[config.mk]
export PLATFORM = sky130hd
export DESIGN_NAME = text_line_ctrl
export DESIGN_NICKNAME = d
export VERILOG_FILES = /design/src/rtl/text_line_ctrl.sv
export SDC_FILE = /design/constraint.sdc
export NUM_CORES = 1
export LEC_CHECK = 0
export CORE_MARGIN = 3
export CORE_UTILIZATION = 59
export CTS_CLUSTER_DIAMETER = 80
export CTS_CLUSTER_SIZE = 24
export DETAILED_ROUTE_END_ITERATION = 8
export GPL_ROUTABILITY_DRIVEN = 0
export PLACE_DENSITY = 0.8
export SYNTH_ARGS = -nofsm -noshare
export SYNTH_HDL_FRONTEND = slang
export SYNTH_SLANG_ARGS = --single-unit
[constraint.sdc]
create_clock -name px_clk -period 3.7 [get_ports px_clk]
set_clock_uncertainty 0.15 [all_clocks]
set_input_delay 0.74 -clock px_clk [delete_from_list [all_inputs] [get_ports px_clk]]
set_output_delay 0.74 -clock px_clk [all_outputs]
set_load 0.005 [all_outputs]
[src/rtl/text_line_ctrl.sv]
// Text-line controller: double-buffered character store plus a raster-tracking
// scan FSM that feeds character codes and cell positions to a glyph renderer.
module text_line_ctrl #(
    parameter int NCHARS = 16,
    parameter int gsize  = 16,
    parameter int LEAD   = 2,
    localparam int AW    = $clog2(NCHARS)
) (
    input  logic          px_clk,
    input  logic          rstn,
    input  logic [25:0]   RGBStr_i,
    input  logic [9:0]    base_x,
    input  logic [9:0]    base_y,
    input  logic          wr_valid,
    output logic          wr_ready,
    input  logic [AW-1:0] wr_addr,
    input  logic [7:0]    wr_char,
    input  logic          commit,
    output logic          armed,
    output logic [7:0]    character,
    output logic [9:0]    pos_x,
    output logic [9:0]    pos_y,
    output logic          line_active
);
    localparam int PW = $clog2(gsize);

    typedef enum logic {C_RUN, C_ARMED} cmt_state_t;
    typedef enum logic [1:0] {S_WAIT_ROW, S_WAIT_X, S_DRAW, S_DONE} scan_state_t;

    logic [9:0]  xc, yc;
    logic        frame_start;
    logic        unused_stream_bits;

    cmt_state_t  cst_q, cst_d;
    logic        bank_q, bank_d;
    scan_state_t sst_q, sst_d;
    logic [AW-1:0] cell_q, cell_d;
    logic [PW-1:0] pix_q, pix_d;
    logic [9:0]  bx_q, by_q;
    logic [7:0]  mem_q [2][NCHARS];

    logic [7:0]  char_q;
    logic [9:0]  pos_x_q, pos_y_q;
    logic        active_q;

    logic [9:0]  row_off, trig_x, cell_px;
    logic        row_hit, wr_fire;

    assign xc                 = RGBStr_i[22:13];
    assign yc                 = RGBStr_i[12:3];
    assign unused_stream_bits = ^{RGBStr_i[25:23], RGBStr_i[2:0]};
    assign frame_start        = (xc == 10'd0) && (yc == 10'd0);

    // Row window and trigger column are evaluated modulo 1024 like every other position.
    assign row_off = yc - by_q;
    assign row_hit = row_off < 10'(gsize);
    assign trig_x  = bx_q - 10'(LEAD);
    assign cell_px = bx_q + 10'(cell_q) * 10'(gsize);
    assign wr_fire = wr_valid && wr_ready;

    always_comb begin
        cst_d    = cst_q;
        bank_d   = bank_q;
        wr_ready = 1'b0;
        armed    = 1'b0;
        case (cst_q)
            C_RUN: begin
                wr_ready = 1'b1;
                if (commit) cst_d = C_ARMED;
            end
            C_ARMED: begin
                armed = 1'b1;
                if (frame_start) begin
                    bank_d = ~bank_q;
                    cst_d  = C_RUN;
                end
            end
            default: cst_d = C_RUN;
        endcase
    end

    always_comb begin
        sst_d  = sst_q;
        cell_d = cell_q;
        pix_d  = pix_q;
        case (sst_q)
            S_WAIT_ROW: if (row_hit) sst_d = S_WAIT_X;
            S_WAIT_X: begin
                if (xc == trig_x) begin
                    sst_d  = S_DRAW;
                    cell_d = '0;
                    pix_d  = '0;
                end
            end
            S_DRAW: begin
                if (pix_q == PW'(gsize - 1)) begin
                    pix_d = '0;
                    if (cell_q == AW'(NCHARS - 1)) begin
                        sst_d  = S_DONE;
                        cell_d = '0;
                    end else begin
                        cell_d = cell_q + 1'b1;
                    end
                end else begin
                    pix_d = pix_q + 1'b1;
                end
            end
            S_DONE: if (xc == 10'd0) sst_d = row_hit ? S_WAIT_X : S_WAIT_ROW;
            default: sst_d = S_WAIT_ROW;
        endcase
        if (frame_start) sst_d = S_WAIT_ROW;
    end

    always_ff @(posedge px_clk) begin
        if (!rstn) begin
            cst_q    <= C_RUN;
            bank_q   <= 1'b0;
            sst_q    <= S_WAIT_ROW;
            cell_q   <= '0;
            pix_q    <= '0;
            bx_q     <= '0;
            by_q     <= '0;
            char_q   <= 8'h20;
            pos_x_q  <= '0;
            pos_y_q  <= '0;
            active_q <= 1'b0;
            for (int b = 0; b < 2; b++)
                for (int i = 0; i < NCHARS; i++)
                    mem_q[b][i] <= 8'h20;
        end else begin
            cst_q  <= cst_d;
            bank_q <= bank_d;
            sst_q  <= sst_d;
            cell_q <= cell_d;
            pix_q  <= pix_d;
            if (frame_start) begin
                bx_q <= base_x;
                by_q <= base_y;
            end
            if (wr_fire) mem_q[~bank_q][wr_addr] <= wr_char;
            // Renderer outputs trail the DRAW state by one cycle and hold outside it.
            active_q <= (sst_q == S_DRAW);
            if (sst_q == S_DRAW) begin
                char_q  <= mem_q[bank_q][cell_q];
                pos_x_q <= cell_px;
                pos_y_q <= by_q;
            end
        end
    end

    assign character   = char_q;
    assign pos_x       = pos_x_q;
    assign pos_y       = pos_y_q;
    assign line_active = active_q;
endmodule

==> metrics.md, run 1 <==
| Metric | Value |
|---|---|
| Status | `completed` |
| Post-Syn Area | `0.0142 mm²` |
| Leakage | `0.00541 µW` |
| Top achievable clock speed | `~300 MHz` |
| Setup bufs post-CTS | `0` |
| Commonest non-fill, non-tap cell in the layout | `edfxtp_1` |
| Yosys reg bits | `318` |
| Mapped Cells | `between 900 and 1000` |
| Final Cycle Share | `between 80 and 90%` |
| Max Root-Sink Buffers | `3` |
| Worst Path Required | `3.95 ns` |
| Final ANT Viol Nets | `0` |
| CTS Root Cell | `clkbuf_16` |
| CTS resizes | `0` |
| Max VDD drop | `357 µV` |
| First-pass GRT wire length | `roughly 50 mm` |
| Power consumption | `6620 µW` |
| Syn Nets | `1072` |
| Die width | `around 160 µm` |
| Max-slew violation count | `0` |
| I/O pin total | `93` |
| Worst Max-Slew Pin Slew | `0.972 ns` |
| CTS tree | `yes` |
| Core ar. | `0.0235 mm²` |
| Max-cap violation count | `0` |
| Htree depth | `1` |
| Setup violators final | `0` |
| PwrDens | `between 400 and 500 mW/mm²` |
| FP Rows | `56` |
| Cts hold-fix bufs | `0` |
| Ratio of cells with drive above 1 in the final layout | `16.7%` |
| RSZ-0062 raised after global routing | `no` |
| Post-synthesis area per instance | `14.3 µm²` |
| Clock transition at path regs | `0.10 ns` |
| Critical path class | `reg2reg` |
| Most frequent cells in the layout | `256 x edfxtp_1, 139 x nor2_1, 85 x clkdlybuf4s50_1` |
| Crit-path max FO | `9` |
| Total number of yosys warnings | `0` |
| Min cycle time layout | `roughly 3.3 ns` |
| Tightest Hold Check Type | `reg2reg` |
| Pre-antenna DRT Iters | `5` |
| Final #Nets | `1171` |
| Fin. Hold Viols | `0` |
| Initial Util | `60.2%` |
| Library cells used by synthesis | `57` |
| Post-DR wirelength/cell | `23.0 µm` |
| ANT cells | `0` |
| PortBufs | `86` |
| Grt ovf | `0` |
| TNS Setup | `0 ns` |
| EDFF count, synth | `256` |
| Residual DRC count | `0` |
| Final wirelength | `32.6 mm` |
| Vias per cell | `6.08` |
| Worst Setup End Kind | `flop` |
| Worst-skew pair later-pin latency | `roughly 0.52 ns` |
| Total GRT Usage | `25.4%` |
| Critical Path AT | `approximately 3.6 ns` |
| Rel. slew slack | `between 30% and 40%` |
| Vias in the first global route | `8533` |
| Sink Count | `318` |
| Hpwl dp | `approximately 22 mm` |
| Largest net degree at the start of global routing | `79` |
| DR vias | `8617` |
| Post-synthesis sequential area ratio | `63.0%` |
| Top FF cell, synth | `edfxtp_1` |
| P&R area growth vs syn | `13.9%` |
| Die ar. | `0.0259 mm²` |
| Initial antenna violation count | `1` |
| Type of origin of the critical path | `flop` |
| Initial drt markers | `942` |
| Async SR Flop Fraction | `0%` |
| Die Y | `161 µm` |
| CTS Buf Count | `17` |
[final timing paths]
check            from        to  slack (ns)  cells past startpoint
max reg2reg   bx_q[1]  sst_q[0]        0.38                      9
min          pix_q[3]  pix_q[3]        0.34                      1
min reg2reg  pix_q[3]  pix_q[3]        0.34                      1
max           bx_q[1]  sst_q[0]        0.38                      9
[critical path, stage by stage (launching register included)]
cell	delay [ns]
dfxtp_1	0.45
inv_1	0.07
ha_1	0.32
o21ba_1	0.22
a221oi_1	0.31
a41o_1	0.16
o2111ai_2	0.15
a2111o_1	0.48
or4_4	0.55
a221o_1	0.35
[synth_stat cells, types with 3 or more instances]
library cell    n  area, µm²
edfxtp_1      256       7690
nor2_1        140        526
mux4_2         80       1800
nand2_1        63        236
dfxtp_1        62       1240
mux2i_1        49        490
nor2b_1        47        294
clkbuf_1       46        173
inv_1          30        113
a21oi_1        25        125
ha_1           20        250
nand3_1        20        100
or2_2          17        106
and3_1         14       87.6
xnor2_1        12        105
buf_1          11       41.3
o211a_1         9       90.1
nand2b_1        8       50.1
o21ai_0         7       35.0
xor2_1          7       61.3
nor4_1          6       37.5
and2_1          5       31.3
a21boi_0        3       22.5
a21o_1          3       22.5
a22o_1          3       26.3
nor3_1          3       15.0
o21a_1          3       22.5
o31ai_1         3       22.5
[kinds of logic after synthesis]
kind of cell,synth area share [%]
DFF,63.0
muxes,16.2
buffers and inverters,2.34
and+or+nand+nor,11.4
AOI/OAI and AO/OA,3.99
xor gates and xnor gates,1.17
adders and majority gates,1.91
[sequential cells by signal (all words and copies together) (netlist names), named ones only]
register,flops
by_q,10
pos_y,10
sst_q,2
line_active,1
bx_q,10
cell_q,4
pix_q,4
bank_q,1
character,8
mem_q,256
pos_x,10
cst_q,1
[layer usage]
layer | up-vias | global-route usage (%) | wire [µm]
met5 | - | 0 | 7
met1 | 4252 | 35.5 | 12700
met2 | 435 | 41.6 | 15800
li1 | 3867 | - | -
met3 | 61 | 6.18 | 3400
met4 | 2 | 5.63 | 722
[through the flow]
stage	utilization [%]	cell area, µm²	worst slack [ns]	cells	hold WS, ns
6_report	68.6	16100	0.380	1417	0.340
5_1_grt	68.6	16100	0.183	1417	0.360
4_1_cts	68.6	16100	0.369	1417	0.339
3_5_place_dp	66.4	15600	-0.0294	1388	0.316
3_3_place_gp	66.4	15600	0.0269	1388	0.305
2_1_floorplan	-	14200	0.536	989	0.292
[report_power, final]
| part | switching, µW | internal (µW) | total [µW] |
|---|---|---|---|
| Combinational | 293 | 203 | 496 |
| Clock | 1110 | 949 | 2060 |
| Sequential | 44.2 | 4020 | 4060 |
[cell type report]
class | count | area [µm²]
multi-input combinational | 583 | 4920
clock buffer | 25 | 455
sequential | 318 | 8930
fill | 1668 | 7390
clock inverter | 4 | 56.3
timing repair buffer | 138 | 1270
tap | 319 | 399
inverter | 30 | 113
No activity file was read; power rests on OpenSTA's default activity.
==> inputs of run 2 (changes only) <==
--- a/config.mk
+++ b/config.mk
@@ -15,3 +15,4 @@
 export SYNTH_ARGS = -nofsm -noshare
 export SYNTH_HDL_FRONTEND = slang
 export SYNTH_SLANG_ARGS = --single-unit
+export TNS_END_PERCENT = 20
==> results of run 2 <==
The final DEF is identical to that of run 1; final timing and power are the same.
==> inputs of run 3 (changes only) <==
==> constraint.sdc (replaced) <==
create_clock -name px_clk -period 3.7 [get_ports px_clk]
set_clock_uncertainty 0.15 [all_clocks]
set_input_delay 0.74 -clock px_clk [delete_from_list [all_inputs] [get_ports px_clk]]
set_output_delay 0.74 -clock px_clk [all_outputs]
set_load 0.05 [all_outputs]
==> results of run 3 <==
Same layout as run 1 (identical final DEF). Status: completed.
Among the figures that moved: total power 6620 µW -> 6630 µW
